## config.mk

```make
export PLATFORM = sky130hd
export DESIGN_NAME = mpu_stream_store
export DESIGN_NICKNAME = d
export VERILOG_FILES = /design/src/rtl/mpu_stream_store.sv
export SDC_FILE = /design/constraint.sdc
export NUM_CORES = 1
export LEC_CHECK = 0
export ABC_AREA = 1
export ABC_CLOCK_PERIOD_IN_PS = 1550
export BUFFER_PORTS_ARGS = -buffer_cell sky130_fd_sc_hd__clkbuf_2
export CELL_PAD_IN_SITES_DETAIL_PLACEMENT = 1
export CELL_PAD_IN_SITES_GLOBAL_PLACEMENT = 1
export CORE_ASPECT_RATIO = 0.9
export CORE_MARGIN = 2
export CORE_UTILIZATION = 30
export CTS_CLUSTER_DIAMETER = 50
export CTS_CLUSTER_SIZE = 14
export DETAILED_ROUTE_END_ITERATION = 10
export MAX_ROUTING_LAYER = met4
export PLACE_DENSITY_LB_ADDON = 0.12
export RECOVER_POWER = 100
export SYNTH_ARGS = -nofsm -noshare
export SYNTH_HDL_FRONTEND = slang
export SYNTH_SLANG_ARGS = --single-unit
```

## constraint.sdc

```tcl
create_clock -name clk -period 1.55 [get_ports clk]
set_input_delay 0.155 -clock clk [delete_from_list [all_inputs] [get_ports clk]]
set_output_delay 0.155 -clock clk [all_outputs]
set_load 0.02 [all_outputs]
```

## src/rtl/mpu_stream_store.sv

```systemverilog
// Matrix store streamer: snapshots one matrix from the register file and emits it one
// element per valid/ready handshake, in row-major or column-major order.
module mpu_stream_store #(
    parameter  int FP        = 32,
    parameter  int MAX_M     = 4,
    parameter  int MAX_N     = 4,
    parameter  int REG_ABITS = 2,
    localparam int MW        = $clog2(MAX_M) + 1,
    localparam int NW        = $clog2(MAX_N) + 1
) (
    input  logic                      clk,
    input  logic                      rst,
    input  logic                      en,
    input  logic [REG_ABITS-1:0]      store_addr,
    input  logic [MW-1:0]             matrix_m_size,
    input  logic [NW-1:0]             matrix_n_size,
    input  logic                      transpose,
    output logic                      busy,
    output logic                      ack,
    output logic                      error,
    output logic                      reg_store_en,
    output logic [REG_ABITS-1:0]      reg_store_addr,
    input  logic [MAX_M*MAX_N*FP-1:0] reg_matrix_in,
    output logic [FP-1:0]             elem_out,
    output logic [MW-2:0]             elem_m,
    output logic [NW-2:0]             elem_n,
    output logic                      elem_valid,
    input  logic                      elem_ready,
    output logic                      elem_last
);

    typedef enum logic [2:0] {
        S_IDLE,
        S_FETCH,
        S_CAPTURE,
        S_STREAM,
        S_DONE,
        S_ERR
    } state_e;

    // Element [i][j] of the flat register-file word lands at buf[i][j].
    typedef logic [MAX_M-1:0][MAX_N-1:0][FP-1:0] mat_t;

    state_e                 state_q, state_d;
    logic [REG_ABITS-1:0]   addr_q, addr_d;
    logic [MW-1:0]          m_size_q, m_size_d;
    logic [NW-1:0]          n_size_q, n_size_d;
    logic                   tr_q, tr_d;
    mat_t                   buf_q, buf_d;
    logic [MW-2:0]          m_q, m_d;
    logic [NW-2:0]          n_q, n_d;

    logic                   size_ok;
    logic                   m_last;
    logic                   n_last;

    assign size_ok = (matrix_m_size != '0) && (matrix_m_size <= MW'(MAX_M)) &&
                     (matrix_n_size != '0) && (matrix_n_size <= NW'(MAX_N));
    assign m_last  = ({1'b0, m_q} == (m_size_q - MW'(1)));
    assign n_last  = ({1'b0, n_q} == (n_size_q - NW'(1)));

    // NOTE: every signal written here gets a default first, so no latch can be inferred.
    always_comb begin
        state_d  = state_q;
        addr_d   = addr_q;
        m_size_d = m_size_q;
        n_size_d = n_size_q;
        tr_d     = tr_q;
        buf_d    = buf_q;
        m_d      = m_q;
        n_d      = n_q;
        case (state_q)
            S_IDLE: begin
                if (en) begin
                    addr_d   = store_addr;
                    m_size_d = matrix_m_size;
                    n_size_d = matrix_n_size;
                    tr_d     = transpose;
                    state_d  = size_ok ? S_FETCH : S_ERR;
                end
            end
            S_FETCH:   state_d = S_CAPTURE;
            S_CAPTURE: begin
                buf_d   = reg_matrix_in;
                m_d     = '0;
                n_d     = '0;
                state_d = S_STREAM;
            end
            S_STREAM: begin
                if (elem_ready) begin
                    if (m_last && n_last) begin
                        state_d = S_DONE;
                    end else if (!tr_q) begin
                        if (n_last) begin
                            n_d = '0;
                            m_d = m_q + (MW-1)'(1);
                        end else begin
                            n_d = n_q + (NW-1)'(1);
                        end
                    end else begin
                        if (m_last) begin
                            m_d = '0;
                            n_d = n_q + (NW-1)'(1);
                        end else begin
                            m_d = m_q + (MW-1)'(1);
                        end
                    end
                end
            end
            S_DONE:  state_d = S_IDLE;
            S_ERR:   state_d = S_IDLE;
            default: state_d = S_IDLE;
        endcase
    end

    // Outputs decode from state only; outside STREAM the element port reads as zero.
    always_comb begin
        busy           = 1'b0;
        ack            = 1'b0;
        error          = 1'b0;
        reg_store_en   = 1'b0;
        reg_store_addr = '0;
        elem_out       = '0;
        elem_m         = '0;
        elem_n         = '0;
        elem_valid     = 1'b0;
        elem_last      = 1'b0;
        case (state_q)
            S_FETCH: begin
                busy           = 1'b1;
                reg_store_en   = 1'b1;
                reg_store_addr = addr_q;
            end
            S_CAPTURE: busy = 1'b1;
            S_STREAM: begin
                busy       = 1'b1;
                elem_valid = 1'b1;
                elem_out   = buf_q[m_q][n_q];
                elem_m     = m_q;
                elem_n     = n_q;
                elem_last  = m_last && n_last;
            end
            S_DONE:  ack   = 1'b1;
            S_ERR:   error = 1'b1;
            default: ;
        endcase
    end

    // NOTE: sequential state uses non-blocking assignments only; next values come from above.
    always_ff @(posedge clk) begin
        if (!rst) begin
            state_q  <= S_IDLE;
            addr_q   <= '0;
            m_size_q <= '0;
            n_size_q <= '0;
            tr_q     <= 1'b0;
            // NOTE: the snapshot buffer is cleared too, so no pre-reset matrix can resurface.
            buf_q    <= '0;
            m_q      <= '0;
            n_q      <= '0;
        end else begin
            state_q  <= state_d;
            addr_q   <= addr_d;
            m_size_q <= m_size_d;
            n_size_q <= n_size_d;
            tr_q     <= tr_d;
            buf_q    <= buf_d;
            m_q      <= m_d;
            n_q      <= n_d;
        end
    end

endmodule
```

* Yosys cells after proc, flatten, opt, wreduce, memory -nomap -nowiden
Cells that the tools add are included.
** Word-level totals
- Memory bits (read-only) :: 0
- Memories :: 0
- Word-level logic and storage cells :: 88
- Memory bits (writable) :: 0
- Latch bits :: 0
- Bits of input ports :: 525
- Register bits :: 528
** Cells by class
- Equal/unequal tests :: 13
- Order comparisons :: 4
- Reduce and logical (&&, ||, !) cells :: 13
- Div/mod/pow operators :: 0
- Bitwise gates (word level) :: 0
- Shift-type cells :: 0
- Multipliers :: 0
- Mux-type cells :: 31
- Add/sub/neg operators :: 4
** Operators by type and width (number)
- 128-bit binary-select mux with 2-bit select :: 1
- 128-bit two-way mux :: 1
- 32-bit binary-select mux with 2-bit select :: 1
- 32-bit two-way mux :: 2
- 2-bit two-way mux :: 13
- 3-bit two-way mux :: 4
- 3-bit one-hot mux with 4 select lines :: 1
- 2-bit != test, second input constant :: 4
- 2-bit one-hot mux with 2 select lines :: 2
- 4-bit AND reduction :: 2
- 2-bit by 3-bit equality test with 1-bit output :: 2
- 3-bit by 2-bit equality test with 1-bit output, second input constant :: 2
- 3-bit equality test, second input constant :: 2
- 3-bit <= comparator, second input constant :: 2
- 2-bit by 3-bit < comparator with 1-bit output, second input constant :: 2
- 1-bit two-way mux :: 6
- 3-bit != test, second input constant :: 2
- 3-bit nonzero test :: 2
- 3-bit by 1-bit subtractor with 3-bit output, second input constant :: 2
- 2-bit by 1-bit adder with 2-bit output, second input constant :: 2
- 1-bit logical AND :: 4
- 3-bit by 1-bit equality test with 1-bit output, second input constant :: 1
- 3-bit logical NOT :: 1
- 3-bit AND reduction :: 1
- 3 further kinds :: 3

* Longest topological paths before layout
Gate-level depths: netlist of run 1.
- Depth in word-level cells :: 7
- Depth in mapped cells :: 14
- Mapped depth without buffers :: 14

* Worst setup path before layout of run 1
Ideal clock, no wire load.
- Path type :: register to output
- Start :: reg m_q[0]
- End :: out elem_out[18]
- Stages on the path, launching flop included :: 10
- Slack :: -0.141 ns
- Data required time :: 1.395 ns
- Arrival :: 1.536 ns
- Cells stage by stage :: dfxtp_1 -> buf_6 -> buf_8 -> buf_12 -> buf_8 -> buf_6 -> nor2_1 -> o22ai_1 -> nand2_1 -> a31oi_1
** Between the ends
- Longest elaborated chain between the ends :: 5
** RTL lines
- from (decl) :: RTL line 50 : logic [MW-2:0] m_q, m_d;
- from (signal assigned) :: RTL line 168 : m_q <= m_d;
- 128-bit binary-select mux with 2-bit select :: RTL line 138 : elem_out = buf_q[m_q][n_q];
- 128-bit two-way mux (implied by the code) :: RTL line 138
- 32-bit binary-select mux with 2-bit select :: RTL line 138
- 32-bit two-way mux (implied by the code) :: RTL line 138
- 32-bit two-way mux :: RTL line 128 : case (state_q)
- to (decl) :: RTL line 24 : output logic [FP-1:0] elem_out,
Every way passes these cells. The select of a mux whose other input is x is not followed.

* Worst setup path in the final report of run 1
- Start :: reg m_q[0]
- End :: out elem_out[29]
Same word-level chain as after synthesis.

==> results of run 1 <==
-- area by class of cell --
type                       count  area (um2)  area share, %
tap                         1029        1290           3.15
timing repair buffer        1486       13900           33.9
sequential                   528       10600           25.9
timing repair inverter         2        22.5         0.0552
inverter                      64         289          0.708
antenna                       29        72.6          0.178
clock inverter                46         500           1.23
clock buffer                  72        1730           4.23
multi-input combinational   2543       12500           30.6
-- worst reg2reg max path, stage by stage (launching register included) --
cell     delay, ns
dfxtp_4       0.37
buf_12        0.15
inv_12        0.09
buf_4         0.25
nand2_1       0.08
nand2_1       0.09
nand2_1       0.07
nor2_2        0.11
nand2_1       0.06
nand2_1       0.09
nand2_1       0.07
nand2_2       0.09
nand2_1       0.07
nand2_2       0.07
nor2_4        0.05
buf_4         0.13
-- repair_timing --
action,4_1_cts,5_1_grt
resized for setup,403,279
hold buffers,523,0
pin swaps,70,100
cloned,20,30
endpoints found under the hold margin,528,0
endpoints found under the setup margin,544,532
buffers inserted,46,39
-- metal layers --
metal  routed length, um  track usage (%)  vias to the layer above
met2               67700             55.4                     1073
met1               60000             41.3                    14917
met5                   0                -                        -
met4                6620             13.5                        0
li1                    -                -                    13736
met3                7450             5.18                      397
-- kinds of logic (layout without fill, tap and decap cells) --
family          after synthesis  after routing  synth area share, %
buf+inv                     337           1670                 6.91
compound gates              953            953                 21.2
xor+xnor                      6              6                0.227
fa+ha+maj                     2              2                0.108
other cells                   0             29                    0
simple gates               1582           1582                 25.8
flops                       528            528                 45.7
-- sequential cells by signal (all words and copies together), names as in the netlist --
| register | cells |
|---|---|
| n_size_q | 3 |
| tr_q | 1 |
| n_q | 2 |
| m_q | 2 |
| buf_q | 512 |
| state_q | 3 |
| addr_q | 2 |
| m_size_q | 3 |
-- synthesized netlist by cell type, types with 11 or more instances --
cell | n | share of area, %
nor2_1 | 1373 | 22
o21ai_0 | 710 | 15
dfxtp_1 | 528 | 46
nand2_1 | 192 | 3.1
o21ai_1 | 135 | 2.9
buf_2 | 123 | 2.7
clkbuf_1 | 118 | 1.9
o22ai_1 | 64 | 1.7
inv_1 | 59 | 0.96
a31oi_1 | 32 | 0.87
buf_6 | 13 | 0.63
a21oi_1 | 11 | 0.24
buf_4 | 11 | 0.36
-- power by group through the flow --
stage | registers, mW | clock network, mW | logic (mW)
2_1_floorplan | 20.2 | 0 | 17.5
3_3_place_gp | 21.4 | 0 | 31.0
3_5_place_dp | 21.4 | 0 | 31.4
4_1_cts | 21.2 | 16.2 | 38.6
5_1_grt | 22.0 | 16.8 | 47.3
6_report | 21.5 | 16.1 | 44.4
-- placed cells by master (no fill, tap or decap), types with 11 or more instances in the layout --
cell,synthesis,final
a21oi_1,11,11
a31oi_4,0,30
buf_12,1,78
buf_16,0,29
buf_4,11,204
buf_6,13,40
buf_8,2,44
clkbuf_16,0,94
clkbuf_2,1,523
clkbuf_8,0,13
clkinvlp_4,0,11
dfxtp_1,528,523
diode_2,0,29
dlygate4sd3_1,0,523
inv_1,59,40
inv_2,5,20
inv_6,0,15
nand2_1,192,140
nand2_2,0,41
nand2_4,0,11
nor2_1,1373,1242
nor2_2,0,95
nor2_4,1,37
o21ai_0,710,623
o21ai_1,135,174
o21ai_2,0,45
o22ai_1,64,44
o22ai_2,0,19
-- path summary, 6_finish.rpt --
path,startpoint,endpoint,slack (ns),cells after the start
worst max-delay path,m_q[0]$_SDFFE_PN0P_,elem_out[29],-1.16,10
worst min-delay path,elem_ready,state_q[2]$_SDFFE_PN0P_,0.13,5
worst max register to register,m_q[0]$_SDFFE_PN0P_,m_q[1]$_SDFFE_PN0P_,-0.41,15
worst min register to register,m_size_q[1]$_SDFFE_PN0P_,m_size_q[1]$_SDFFE_PN0P_,0.47,2
-- stage by stage --
| stage | cells | setup WS [ns] | TNS (ns) | utilization [%] | power, mW |
|---|---|---|---|---|---|
| after floorplan | 3408 | -0.0390 | -0.423 | - | 37.7 |
| final | 5799 | -1.16 | -94.25 | 53.5 | 82.0 |
| after global routing | 5797 | -1.26 | -124.62 | 53.5 | 86.1 |
| after global placement | 5005 | -0.823 | -58.82 | 38.4 | 52.5 |
| after detailed placement | 5005 | -0.822 | -61.55 | 38.4 | 52.8 |
| after CTS | 5709 | -1.21 | -41.73 | 51.2 | 76.0 |
==> impl_metrics.csv, run 1 <==
group,metric,value,unit
critical_path,path_buf_inv,6,
power,ir_drop,0.851,mV
critical_path,slowest_stage,"dfxtp_4",
clock_tree,clock_latency,0.63,ns
route,routed_wirelength,142000,um
logic_synthesis,synth-seq-cells,528,
critical_path,crit_type,"reg -> out",
clock_tree,clock_sinks,528,
route,wl_per_cell,24.5,um
timing,max_freq,369,MHz
global_routing,grtUsageTotal,33.7,%
timing,post-route-period-util,175,%
die,die_x,297,um
critical_path,crit_arrival,2.55,ns
logic_synthesis,synth_nets,3935,
timing,finClkSkew,0.0247,ns
power,combPwrFrac,54.1,%
timing,finalCriticalPeriod,2.71,ns
die,core,76300,um2
power,switching_power,35.4,mW
logic_synthesis,seq_area_frac_synth,45.7,%
route,drtIter0Drc,2108,
critical_path,path_cells,"buf_4 > buf_8 > buf_8 > buf_12 > buf_4 > o21ai_1 > o22ai_2 > nand2_2 > a31oi_4 > buf_8",
route,first_pass_iters,5,
run,max-cap-violations,0,
critical_path,crit_required,1.39,ns
route,via_count,30123,
power,clkPwrFrac,19.6,%
route,ant_nets,0,
logic_synthesis,synthesis.area,23100,um2
global_routing,grt_max_degree,103,
power,leakage,18.4,nW
clock_tree,cts_buffer_depth,3,
status,status,"complete, but fails checks",
layout,final_cell_area,40800,um2
logic_synthesis,synth_edf_count,0,
die,die_height,267,um
layout,drive_above_1_share,29.5,%
timing,maxSlewViolCount,0,
timing,hold_viol_final,0,
power,powerDensity,2010,nW/um2
die,initial_core_util,30.3,%
clock_tree,cts_made_buffers,66,
global_routing,grt_pass1_wl,194000,um
critical_path,slowest_delay,0.39,ns
timing,max_slew.worst_pin.slew,0.442,ns
placement,gp_congestion,0.880,
logic_synthesis,syn_area_per_cell,6.78,um2
route,post_drt_via_cell_ratio,5.19,
timing,setup_violations,544,
timing,rsz0062_at_grt,"yes",
status,violations,"setup timing",
critical_path,worst_path_most_repeated_cell,"buf_8",
power,sw_frac_of_total,43.2,%
placement,portBuffers,568,
timing,fin_ws,-1.16,ns
timing,whs,0.126,ns
critical_path,crit_path_end_kind,"output pin",
clock_tree,cts_root_buf,"clkbuf_16",
global_routing,grt_pass1_vias,31139,
layout,synthToLayoutAreaGrowth,76.7,%
clock_tree,tritoncts,"yes",
logic_synthesis,syn_inst,3408,
power,p_seq_share,26.2,%
min_path,min_path_type,"in -> reg",
die,io_pins,569,
critical_path,crit_family,"buffers and inverters",
critical_path,cp-start-kind,"flop",
die,fp.dieArea,79300,um2
logic_synthesis,yosys_warnings,0,
global_routing,overflow,0,
clock_tree,clk_pin_slew,0.06,ns
die,fp-row-count,96,
logic_synthesis,synth-main-ff-cell,"dfxtp_1",
logic_synthesis,synthArstFlopShare,0,%
logic_synthesis,ys_types,26,
clock_tree,h-tree-depth,3,
timing,relSlewSlack,70.5,%
layout,fillers,9217,
critical_path,crit_fanout,4,
placement,place_area,29300,um2
route,drc,0,
layout,nets,5218,
global_routing,grt_antenna_before_repair,28,
power,p_int,46.6,mW
placement,dp.final_hpwl,84500,um
Note: power is estimated with default switching activity, not from simulation.
==> run 2, diff against run 1 <==
Settings changed: REMOVE_ABC_BUFFERS from default to 1.
==> run 2 against run 1 <==
- the flow still finishes with violations (setup timing)
- core utilization is 0.73 points higher
- routed wire length is 9.4% lower
- clock-buffer cell count is 8 higher
- cell area is 1.4% higher
- first-iteration DRC count is 26% lower
- sequential share of layout area is 0.34 points lower
- critical endpoint is now elem_out[21]
- highest routed layer unchanged
==> impl_metrics.csv, run 2 (synthesized netlist as in run 1, its figures left out) <==
group,metric,value,unit
status,status,"complete, but fails checks",
status,violations,"setup timing",
power,sw_frac_of_total,40.9,%
critical_path,regToRegSetupSlack,-0.49,ns
global_routing,grt_max_degree,90,
clock_tree,tritoncts,"yes",
timing,max_freq,397,MHz
timing,max_slew.worst_pin.slew,0.348,ns
placement,place_ws,-0.474,ns
min_path,hold_path_depth,4,
placement,gp_congestion,0.792,
critical_path,crit_cells,10,
layout,layout_commonest_cell,"nor2_1",
route,drtIter0Drc,1564,
layout,finalCoreUtilization,54.2,%
layout,fillers,9050,
critical_path,crit_required,1.39,ns
critical_path,crit_type,"reg -> out",
critical_path,worstReg2RegStart,"m_q[0]$_SDFFE_PN0P_",
layout,drive_above_1_share,30.0,%
clock_tree,clk_pin_slew,0.07,ns
critical_path,rr_worst_depth,15,
critical_path,crit_path_end_kind,"output pin",
power,combPwrFrac,52.9,%
clock_tree,cts_made_buffers,66,
critical_path,slowest_stage,"dfxtp_4",
global_routing,grt_pass1_vias,30613,
clock_tree,cts_root_buf,"clkbuf_16",
power,p_seq_share,26.2,%
layout,final_cell_mix,"nor2_1 (1138), o21ai_0 (574), clkbuf_2 (523), dlygate4sd3_1 (522), dfxtp_1 (520)",
critical_path,cp-start-kind,"flop",
clock_tree,clock_sinks,528,
route,wl_per_cell,22.4,um
global_routing,overflow,0,
layout,largest_register_ff_count,512,
power,ir_drop,0.917,mV
placement,portBuffers,568,
die,initial_core_util,30.3,%
layout,nets,5162,
route,first_pass_iters,5,
power,p_int,48.0,mW
clock_tree,clock_latency,0.60,ns
critical_path,crit_start,"m_q[0]$_SDFFE_PN0P_",
critical_path,slowest_delay,0.38,ns
global_routing,grt_pass1_wl,179000,um
run,max-cap-violations,0,
clock_tree,cts_buffer_depth,3,
critical_path,worst_path_most_repeated_cell,"buf_12",
clock_tree,h-tree-depth,3,
critical_path,path_cells,"buf_12 > inv_16 > buf_12 > buf_12 > o21ai_0 > o22ai_1 > nand2_1 > a31oi_1 > buf_4 > buf_6",
timing,rsz0062_at_grt,"yes",
route,ant_nets,0,
power,powerDensity,1960,nW/um2
timing,setup_violations,503,
power,clkPwrFrac,20.9,%
critical_path,endpoint,"elem_out[21]",
power,leakage,18.2,nW
timing,relSlewSlack,76.6,%
die,fp-row-count,96,
critical_path,crit_fanout,8,
die,io_pins,569,
layout,synthToLayoutAreaGrowth,79.1,%
global_routing,grtUsageTotal,30.1,%
route,post_drt_via_cell_ratio,5.14,
timing,post-route-period-util,163,%
layout,top_register,"buf_q",
die,die_x,297,um
critical_path,crit_family,"buffers and inverters",
route,routed_wirelength,129000,um
global_routing,grt_antenna_before_repair,15,
placement,dp.final_hpwl,64800,um
die,die_height,267,um
timing,maxSlewViolCount,0,
critical_path,reg2reg_to,"m_q[1]$_SDFFE_PN0P_",
critical_path,crit_arrival,2.37,ns
die,fp.dieArea,79300,um2
timing,fin_ws,-0.971,ns
die,core,76300,um2
route,drc,0,
critical_path,path_buf_inv,6,
power,switching_power,33.3,mW
timing,finalCriticalPeriod,2.52,ns
timing,finClkSkew,0.0196,ns
timing,hold_viol_final,0,
route,via_count,29443,
min_path,min_path_type,"in -> reg",
## run 2: changes by cell type in the layout (fill, tap and decap cells not counted), sizes merged
cell         before  now
buf             395  343
clkbuf          635  644
diode            29   21
inv              80   76
bufbuf            5    1
dlygate4sd3     523  522
clkinvlp         11    6
clkinv           16    8
bufinv            5   11
## run 2: stage by stage
stage / instances / setup TNS (ns) / power [mW] / hold WS (ns) / instance area (um2)
6_report: 5732 / -85.83 / 81.3 / 0.0558 / 41400
3_5_place_dp: 4933 / -20.54 / 48.8 / 0.385 / 28300
5_1_grt: 5727 / -126.17 / 85.8 / 0.0448 / 41400
3_3_place_gp: 4933 / -15.66 / 48.4 / 0.378 / 28300
4_1_cts: 5654 / -44.37 / 75.0 / 0.0137 / 39300
2_1_floorplan: 3135 / -5722.40 / 27.6 / 0.275 / 21700
## run 2: cell type report
class / instances / area, um2 / area share (%)
inverters: 64 / 288 / 0.696
clock inverters: 35 / 532 / 1.29
diodes: 21 / 52.6 / 0.127
flip-flops and latches: 528 / 10600 / 25.6
well taps: 1029 / 1290 / 3.11
multi-input cells: 2543 / 12900 / 31.1
clock buffers: 80 / 1840 / 4.44
repair buffers: 1430 / 13900 / 33.5
repair inverters: 2 / 36.3 / 0.0877
## run 2: worst min path at each step
stage,start,endpoint,slack [ns]
after floorplan,rst,state_q[2]$_SDFFE_PN0P_,0.28
after global placement,reg_matrix_in[173],buf_q[173]$_SDFFE_PN0P_,0.38
after detailed placement,reg_matrix_in[89],buf_q[89]$_SDFFE_PN0P_,0.38
after CTS,en,tr_q$_SDFFE_PN0P_,0.01
after global routing,en,n_size_q[1]$_SDFFE_PN0P_,0.04
final,en,tr_q$_SDFFE_PN0P_,0.06
## run 2: power by group through the flow
stage / clock network, mW / logic [mW] / registers, mW
floorplan: 0 / 9.12 / 18.4
global placement: 0 / 27.3 / 21.1
detailed placement: 0 / 27.7 / 21.1
CTS: 17.2 / 36.9 / 21.0
global route: 17.8 / 46.1 / 21.8
finish: 17.0 / 43.0 / 21.3
## run 2: repair_timing
| item | 4_1_cts | 5_1_grt |
|---|---|---|
| gates resized for setup | 543 | 412 |
| hold buffers | 522 | 0 |
| hold endpoints to repair | 522 | 0 |
| endpoints found under the setup margin | 362 | 535 |
| setup buffers | 50 | 37 |
| pin swaps | 62 | 135 |
| cloned | 38 | 37 |
## run 2: worst register-to-register path: cells and delay by family (launching register included)
| kind | cells | cell delay [ns] |
|---|---|---|
| buffers and inverters | 8 | 0.94 |
| and+or+nand+nor | 7 | 0.60 |
| DFF | 1 | 0.42 |
## run 2: per-layer routing
layer | GRT usage (%) | vias to the layer above | share of wire (%)
li1 | - | 13634 | -
met1 | 34.6 | 14438 | 40
met2 | 51.6 | 954 | 51
met3 | 3.47 | 417 | 4.0
met4 | 15.7 | 0 | 5.8
met5 | - | - | 0
==> run 3, diff against run 2 <==
Settings changed: ABC_AREA 1 to default, CORE_UTILIZATION 30 to 35.
==> run 3 against run 2 <==
- the run still ends with setup timing left
- cell area fell by 0.19%
- cell count down 16%
- combinational power fell by 76%
- register-to-register slack got worse by 0.18 ns
- clock skew grew 0.0091 ns
- via count down 3.3%
- critical path depth fell by 3
- fmax decreased by 17%
- area after synthesis down 3.9%
- sequential power decreased by 29%
- synthesized cell count is 25% lower
- highest routed layer unchanged
==> impl_metrics.csv, run 3 <==
group,metric,value,unit
status,status,"complete, but fails checks",
status,violations,"setup timing",
logic_synthesis,synthesis.area,22200,um2
timing,max_freq,330,MHz
layout,drive_above_1_share,41.7,%
logic_synthesis,synthArstFlopShare,0,%
layout,final_cell_area,41300,um2
logic_synthesis,syn_area_per_cell,8.64,um2
logic_synthesis,synth_top_area_cell,"dfxtp_1",
critical_path,reg2reg_to,"buf_q[327]$_SDFFE_PN0P_",
timing,post-route-period-util,195,%
min_path,holdPathEnd,"buf_q[311]$_SDFFE_PN0P_",
route,drc,0,
die,fp.dieArea,65500,um2
critical_path,crit_arrival,2.87,ns
route,routed_wirelength,151000,um
timing,whs,0.313,ns
global_routing,overflow,0,
die,core,62700,um2
layout,nets,4411,
logic_synthesis,syn_inst,2572,
route,wl_per_cell,31.5,um
power,powerDensity,989,nW/um2
layout,synthToLayoutAreaGrowth,85.9,%
timing,rsz0062_at_grt,"yes",
logic_synthesis,yosys_warnings,0,
logic_synthesis,synthTopCellsByArea,"dfxtp_1 (48%), nand2_1 (18%), mux4_2 (16%), a21oi_1 (12%), clkbuf_1 (2.7%)",
placement,gp_congestion,0.863,
timing,finClkSkew,0.0287,ns
placement,place_area,27000,um2
clock_tree,clk_pin_slew,0.07,ns
timing,maxSlewViolCount,0,
global_routing,grt_pass1_vias,28568,
min_path,hold_path_depth,4,
critical_path,crit_fanout,5,
clock_tree,cts_made_buffers,57,
logic_synthesis,synth-main-ff-cell,"dfxtp_1",
clock_tree,tritoncts,"yes",
die,fp-row-count,87,
logic_synthesis,synth_top_area_share,47.6,%
logic_synthesis,seq_area_frac_synth,47.6,%
min_path,min-delay-start,"reg_matrix_in[311]",
clock_tree,clock_sinks,528,
route,post_drt_via_cell_ratio,5.91,
timing,tns,-246.09,ns
clock_tree,h-tree-depth,2,
logic_synthesis,synth_edf_count,0,
timing,setup_violations,572,
die,die_height,243,um
layout,largest_register_ff_count,512,
layout,fillers,6671,
power,ir_drop,0.873,mV
die,initial_core_util,35.4,%
placement,portBuffers,568,
clock_tree,cts_root_buf,"clkbuf_16",
run,max-cap-violations,0,
logic_synthesis,synth.most_common_cell,"nand2_1",
critical_path,slowest_stage,"mux4_2",
logic_synthesis,synth-seq-cells,528,
timing,relSlewSlack,71.4,%
global_routing,grt_antenna_before_repair,32,
placement,place_ws,-0.782,ns
global_routing,grt_max_degree,65,
layout,final_cell_mix,"nand2_1 (851), clkbuf_2 (527), dlygate4sd3_1 (524), dfxtp_1 (519), a21oi_1 (353)",
timing,fin_ws,-1.48,ns
power,total_power,40.8,mW
placement,dp_cells,3917,
clock_tree,cts_buffer_depth,3,
layout,finalCoreUtilization,65.9,%
timing,finalCriticalPeriod,3.03,ns
layout,top_register,"buf_q",
logic_synthesis,synth_common_cells,"nand2_1 (1047), dfxtp_1 (528), a21oi_1 (526), clkbuf_1 (162), mux4_2 (160)",
route,drtIter0Drc,2655,
critical_path,path_cells,"buf_6 > buf_12 > clkbuf_16 > mux4_2 > mux4_2 > and2_4 > buf_6",
layout,fin_cells,4812,
logic_synthesis,ys_types,37,
critical_path,crit_type,"reg -> out",
route,via_count,28462,
critical_path,cp-start-kind,"flop",
critical_path,crit_required,1.39,ns
die,die_x,270,um
critical_path,rr_worst_depth,12,
critical_path,crit_path_end_kind,"output pin",
power,leakage,16.3,nW
timing,max_slew.worst_pin.slew,0.430,ns
die,io_pins,569,
critical_path,slowest_delay,0.59,ns
min_path,min_path_type,"in -> reg",
global_routing,grt_pass1_wl,174000,um
global_routing,grtUsageTotal,35.9,%
clock_tree,clock_latency,0.65,ns
placement,dp.final_hpwl,61500,um
route,first_pass_iters,6,
route,ant_nets,0,
timing,hold_viol_final,0,
critical_path,worstReg2RegStart,"state_q[1]$_SDFFE_PN0P_",
layout,layout_commonest_cell,"nand2_1",
critical_path,regToRegSetupSlack,-0.67,ns
## run 3: cell types whose count changed after synthesis, sizes merged, moves of 43 or more
cell | before | now
nor2 | 1374 | 10
nand2 | 192 | 1047
o21ai | 845 | 2
a21oi | 11 | 526
mux4 | 0 | 160
buf | 154 | 55
o22ai | 64 | 0
inv | 64 | 8
clkbuf | 119 | 162
## run 3: cells by family after synthesis
family / count (synthesis) / synth area share (%)
XOR/XNOR: 8 / 0.315
AO/OA/AOI/OAI: 537 / 12.2
AND/OR/NAND/NOR: 1111 / 19.4
multiplexers: 161 / 16.3
adder cells (fa/ha/maj): 2 / 0.113
flip-flops: 528 / 47.6
buffers and inverters: 225 / 4.08
## run 3: timing repair
item                                    4_1_cts  5_1_grt
hold buffers                                524        0
endpoints found under the setup margin      560      572
buffers inserted                             69       81
gates resized for setup                     330      604
pin swaps                                    65      217
endpoints found under the hold margin       527        0
cloned                                       55       52
## run 3: worst max path at each step
stage / from / end / cells past startpoint
3_5_place_dp: n_size_q[0]$_SDFFE_PN0P_ / m_q[1]$_SDFFE_PN0P_ / 9
6_report: m_q[1]$_SDFFE_PN0P_ / elem_out[22] / 7
4_1_cts: m_q[1]$_SDFFE_PN0P_ / elem_out[11] / 7
5_1_grt: m_q[1]$_SDFFE_PN0P_ / elem_out[7] / 7
3_3_place_gp: n_size_q[0]$_SDFFE_PN0P_ / m_q[1]$_SDFFE_PN0P_ / 9
2_1_floorplan: state_q[1]$_SDFFE_PN0P_ / buf_q[0]$_SDFFE_PN0P_ / 4
## run 3: layout make-up
cell class,instances,area [um2],area share (%)
sequential,528,10600,25.7
timing repair buffer,1470,14700,35.6
tap,845,1060,2.56
inverter,8,48.8,0.118
multi-input combinational,1819,12800,30.9
clock buffer,67,1550,3.75
clock inverter,35,457,1.11
antenna,40,100,0.242
## run 3: worst max-delay path: cells and delay by family, from the launching register on
kind	cells	cell delay [ns]
buf+inv	4	0.58
flops	1	0.38
mux	2	1.11
simple gates	1	0.17
## run 3: layer usage
layer / global-route usage, % / routed length (um) / up-vias
li1: - / - / 11388
met1: 40.4 / 50800 / 13851
met2: 61.2 / 72000 / 2187
met3: 5.00 / 13800 / 1036
met4: 20.6 / 14700 / 0
met5: - / 0 / -
## run 3: where the power goes
part	leakage (nW)	switching [mW]	internal, mW
clock network	0.977	6.94	8.59
registers	4.29	0.711	14.4
logic	11.0	5.06	5.11
